$ cat config.mk
export PLATFORM = sky130hd
export DESIGN_NAME = fifo_rd_ctrl
export DESIGN_NICKNAME = d
export VERILOG_FILES = /design/src/rtl/fifo_pkg.sv /design/src/rtl/fifo_ptr_sync.sv /design/src/rtl/fifo_rd_ctrl.sv
export SDC_FILE = /design/constraint.sdc
export NUM_CORES = 1
export LEC_CHECK = 0
export CORE_UTILIZATION = 43
export DETAILED_ROUTE_END_ITERATION = 12
export PLACE_DENSITY = 0.77
export REMOVE_ABC_BUFFERS = 1
export SLEW_MARGIN = 20
export SYNTH_ARGS = -nofsm -noshare
export SYNTH_HDL_FRONTEND = slang
export SYNTH_SLANG_ARGS = --single-unit
$ cat constraint.sdc
create_clock -name R_CLK -period 3.6 [get_ports R_CLK]
set_clock_uncertainty 0.1 [all_clocks]
set_input_delay 1.08 -clock R_CLK [delete_from_list [all_inputs] [get_ports R_CLK]]
set_output_delay 1.08 -clock R_CLK [all_outputs]
set_load 0.01 [all_outputs]
$ cat src/rtl/fifo_pkg.sv
// Shared definitions for the asynchronous FIFO: default geometry and pointer encoding helpers.
package fifo_pkg;

    localparam int unsigned FIFO_DATA_WIDTH    = 8;
    localparam int unsigned FIFO_ADDRESS_WIDTH = 3;

    // Binary to reflected Gray code; callers cast the result to their pointer width.
    function automatic logic [31:0] bin2gray(input logic [31:0] bin);
        return bin ^ (bin >> 1);
    endfunction

endpackage

$ cat src/rtl/fifo_ptr_sync.sv
// Two-flop synchronizer carrying a Gray pointer into the R_CLK domain.
module fifo_ptr_sync #(
    parameter int unsigned WIDTH = 4
) (
    input  logic             R_CLK,
    input  logic             R_RST,
    input  logic [WIDTH-1:0] D_PTR,
    output logic [WIDTH-1:0] Q_PTR
);

    logic [WIDTH-1:0] meta;

    // First stage may go metastable; it feeds only the second stage.
    always_ff @(posedge R_CLK) begin
        if (R_RST) begin
            meta  <= '0;
            Q_PTR <= '0;
        end else begin
            meta  <= D_PTR;
            Q_PTR <= meta;
        end
    end

endmodule

$ cat src/rtl/fifo_rd_ctrl.sv
// Read-side controller of an asynchronous FIFO: read pointer, empty flag and a one-word
// registered output stage with valid/ready handshake.
module fifo_rd_ctrl
    import fifo_pkg::*;
#(
    parameter int unsigned DATA_WIDTH    = FIFO_DATA_WIDTH,
    parameter int unsigned ADDRESS_WIDTH = FIFO_ADDRESS_WIDTH
) (
    input  logic                     R_CLK,
    input  logic                     R_RST,
    input  logic [ADDRESS_WIDTH:0]   WQ_PTR,
    input  logic [DATA_WIDTH-1:0]    RD_DATA,
    output logic [ADDRESS_WIDTH-1:0] RD_ADDR,
    output logic [ADDRESS_WIDTH:0]   RD_PTR,
    output logic                     R_INC,
    output logic                     EMPTY,
    output logic [DATA_WIDTH-1:0]    OUT_DATA,
    output logic                     OUT_VALID,
    input  logic                     OUT_READY
);

    localparam int unsigned PW = ADDRESS_WIDTH + 1;

    logic [PW-1:0] wq2_ptr;
    logic [PW-1:0] rbin;
    logic [PW-1:0] rbin_next;
    logic [PW-1:0] rgray_next;
    logic          pop;

    fifo_ptr_sync #(
        .WIDTH (PW)
    ) u_wq_sync (
        .R_CLK (R_CLK),
        .R_RST (R_RST),
        .D_PTR (WQ_PTR),
        .Q_PTR (wq2_ptr)
    );

    // Pop whenever a word is available and the output stage is free or being drained.
    always_comb begin
        pop        = !EMPTY && (!OUT_VALID || OUT_READY) && !R_RST;
        rbin_next  = rbin + PW'(pop);
        rgray_next = PW'(bin2gray(32'(rbin_next)));
    end

    assign R_INC   = pop;
    assign RD_ADDR = rbin[ADDRESS_WIDTH-1:0];

    always_ff @(posedge R_CLK) begin
        if (R_RST) begin
            rbin      <= '0;
            RD_PTR    <= '0;
            EMPTY     <= 1'b1;
            OUT_DATA  <= '0;
            OUT_VALID <= 1'b0;
        end else begin
            rbin   <= rbin_next;
            RD_PTR <= rgray_next;
            EMPTY  <= (rgray_next == wq2_ptr);
            if (pop) begin
                OUT_DATA  <= RD_DATA;
                OUT_VALID <= 1'b1;
            end else if (OUT_VALID && OUT_READY) begin
                OUT_VALID <= 1'b0;
            end
        end
    end

endmodule

==> results_dict.tcl <==
set metrics [dict create \
    rows 16 \
    period_minus_slack_ns 3.33 \
    p_switching_mw 0.137 \
    dieWidth_um 48.4 \
    p_leak_nw 0.511 \
    core_mm2 0.00200 \
    dp_cells 148 \
    viasPerCell 4.61 \
    grt_max_degree 26 \
    ctsResizeCount 1 \
    grt_use_met3 0.00943 \
    cts.htree.levels 1 \
    yosys_warnings 0 \
    drcViolationCount 0 \
    peakVddDrop_mv 0.224 \
    layout-drive-gt1-share 0.0800 \
    overflow 0 \
    crit_type "primary input to output pin" \
    postSynthAreaPerCell_um2 10.4 \
    dieArea_mm2 0.00235 \
    slew_headroom 0.733 \
    drv_slew 0 \
    cts_max_path_buffers 2 \
    antenna_cells 0 \
    grt_pass1_wl_um 2930 \
    worstPathArrival_ns 2.15 \
    num-fill-cells 157 \
    vias 700 \
    synth_seq_cells 25 \
    fin_area_mm2 0.00132 \
    cts_buffers 3 \
    crit_path_start "OUT_READY" \
    finalPower_mw 0.539 \
    synth_cell_types 17 \
    setup_tns_ns 0 \
    syn_to_final_growth_pct 42.6 \
    cp_max_fo 2 \
    die_y_um 48.4 \
    setup_viol_count_final 0 \
    initial_utilization 0.463 \
    finalNetCount 143 \
    pre_cts_ws_ns -0.0183 \
    wl_per_cell_um 11.2 \
    gp_routability_congestion 0.731 \
    fmax_mhz 300 \
    grt_setup_unrepaired "no" \
    internal-power_mw 0.402 \
    io_buffer_count 32 \
    grt_use_met1 0.214 \
    clk_root_buffer_cell "clkbuf_4" \
    stdcell_count 152 \
    synthCells 89 \
    cts_sinks 25 \
    critical_path.endpoint "R_INC" \
    cts.clk_slew.worst_paths_ns 0.13 \
    drt-initial-drc-count 12 \
    grt_use_total 0.165 \
    syn_area_um2 927 \
    place_area_mm2 0.00130 \
    power_frac_seq 0.575 \
    worstSetupStartpointType "primary input" \
    io_pins 33 \
    grt_pass1_vias 631 \
    fin_crit_sh 0.925 \
    detail-route-antenna-nets 0 \
    grt_antenna_before_repair 0 \
    r2r-end "EMPTY$_SDFF_PP1_" \
    hold_viol 0 \
    hold_buffers 0 \
    hpwlAfterDp_um 1270 \
    clk_latency_ns 0.31 \
    drt_pass1_iterations 4 \
    regToRegStartpoint "EMPTY$_SDFF_PP1_" \
    powerDensity_mw_per_mm2 408 \
    wl_um 1710 \
    setup_ws_ns 0.270 \
    grt-busiest-layer "met2" \
    p_sw_frac 0.255 \
    use_met2 0.263 \
    r2r_slack_ns 1.30 \
    final_util 0.661 \
    tritoncts "done" \
    min_path_type "register to register" \
    pwr-share-clk 0.223 \
    cp-end-kind "output pin" \
    status "finished, final reports clean" \
    maxCapViolations 0 \
    worstRegToRegCells 7 \
    yosysSeqAreaShare 0.540 \
    postCtsSetupRepairBufs 0 \
    whs_ns 0.351 \
    worst_slew_pin_slew_ns 0.401 \
    worstPathRequired_ns 2.42 \
    p_comb_frac 0.201 \
]
flip-flops by register name (all words and copies together) (netlist names):
| name | count |
|---|---|
| OUT_VALID | 1 |
| OUT_DATA | 8 |
| u_wq_sync.meta | 4 |
| u_wq_sync.Q_PTR | 4 |
| rbin | 3 |
| EMPTY | 1 |
| RD_PTR | 4 |
cells by family after synthesis:
| logic type | count (synthesis) | synth area share |
|---|---|---|
| and+or+nand+nor | 27 | 0.155 |
| adders and majority gates | 2 | 0.0270 |
| xor gates and xnor gates | 11 | 0.135 |
| DFF | 25 | 0.540 |
| AOI/OAI and AO/OA | 19 | 0.123 |
| buffers and inverters | 5 | 0.0202 |
critical path, stage by stage:
cell             delay (ns)
clkdlybuf4s50_1        0.47
nor2b_1                0.06
nor3_1                 0.23
dlygate4sd2_1          0.31
power by group through the flow:
stage	sequential, mW	clock, mW	combinational (mW)
4_1_cts	0.311	0.130	0.109
3_5_place_dp	0.317	0	0.110
2_1_floorplan	0.322	0	0.0389
6_report	0.310	0.120	0.109
3_3_place_gp	0.316	0	0.107
5_1_grt	0.314	0.142	0.117
routing by layer:
metal	wire length (um)	vias up
li1	-	370
met1	795	316
met2	862	12
met3	30	2
met4	19	0
met5	0	-
synth_stat cells, drive strengths merged:
library cell / count / area [um^2]
a21boi: 1 / 18.8
a21oi: 9 / 45.0
a41o: 1 / 10.0
clkbuf: 4 / 15.0
dfxtp: 25 / 500
ha: 2 / 25.0
inv: 1 / 3.75
nand2b: 1 / 6.26
nand3: 9 / 45.0
nor2: 5 / 18.8
nor2b: 11 / 68.8
nor3: 1 / 5.00
o21ai: 8 / 40.0
xnor2: 5 / 43.8
xnor3: 2 / 46.3
xor2: 4 / 35.0
area by class of cell:
cell class | count | area, um^2 | share of cell area
Clock buffer | 3 | 22.5 | 0.0170
Clock inverter | 1 | 5.00 | 0.00378
Inverter | 1 | 3.75 | 0.00284
Multi-Input combinational cell | 59 | 408 | 0.308
Sequential cell | 25 | 500 | 0.378
Tap cell | 27 | 33.8 | 0.0255
Timing Repair Buffer | 36 | 349 | 0.264
how the worst min path moves through the flow:
| stage | from | endpoint | slack (ns) | cells past startpoint |
|---|---|---|---|---|
| CTS | u_wq_sync.meta[3]$_SDFF_PP0_ | u_wq_sync.Q_PTR[3]$_SDFF_PP0_ | 0.36 | 1 |
| global placement | u_wq_sync.meta[2]$_SDFF_PP0_ | u_wq_sync.Q_PTR[2]$_SDFF_PP0_ | 0.32 | 1 |
| detailed placement | u_wq_sync.meta[1]$_SDFF_PP0_ | u_wq_sync.Q_PTR[1]$_SDFF_PP0_ | 0.33 | 1 |
| floorplan | u_wq_sync.meta[0]$_SDFF_PP0_ | u_wq_sync.Q_PTR[0]$_SDFF_PP0_ | 0.31 | 1 |
| finish | u_wq_sync.meta[3]$_SDFF_PP0_ | u_wq_sync.Q_PTR[3]$_SDFF_PP0_ | 0.35 | 1 |
| global route | u_wq_sync.meta[1]$_SDFF_PP0_ | u_wq_sync.Q_PTR[1]$_SDFF_PP0_ | 0.37 | 1 |
cell usage in the layout, fill, tap and decap left out, drive strengths merged:
| cell type | instances |
|---|---|
| dlygate4sd2 | 1 |
| nor2 | 5 |
| buf | 4 |
| clkinv | 1 |
| nor3 | 1 |
| ha | 2 |
| xnor3 | 2 |
| clkdlybuf4s50 | 31 |
| o21ai | 8 |
| a21oi | 9 |
| nand2b | 1 |
| dfxtp | 25 |
| nand3 | 9 |
| a41o | 1 |
| xnor2 | 5 |
| nor2b | 11 |
| a21boi | 1 |
| clkbuf | 3 |
| xor2 | 4 |
| inv | 1 |
No activity file was read; power rests on OpenSTA's default activity.
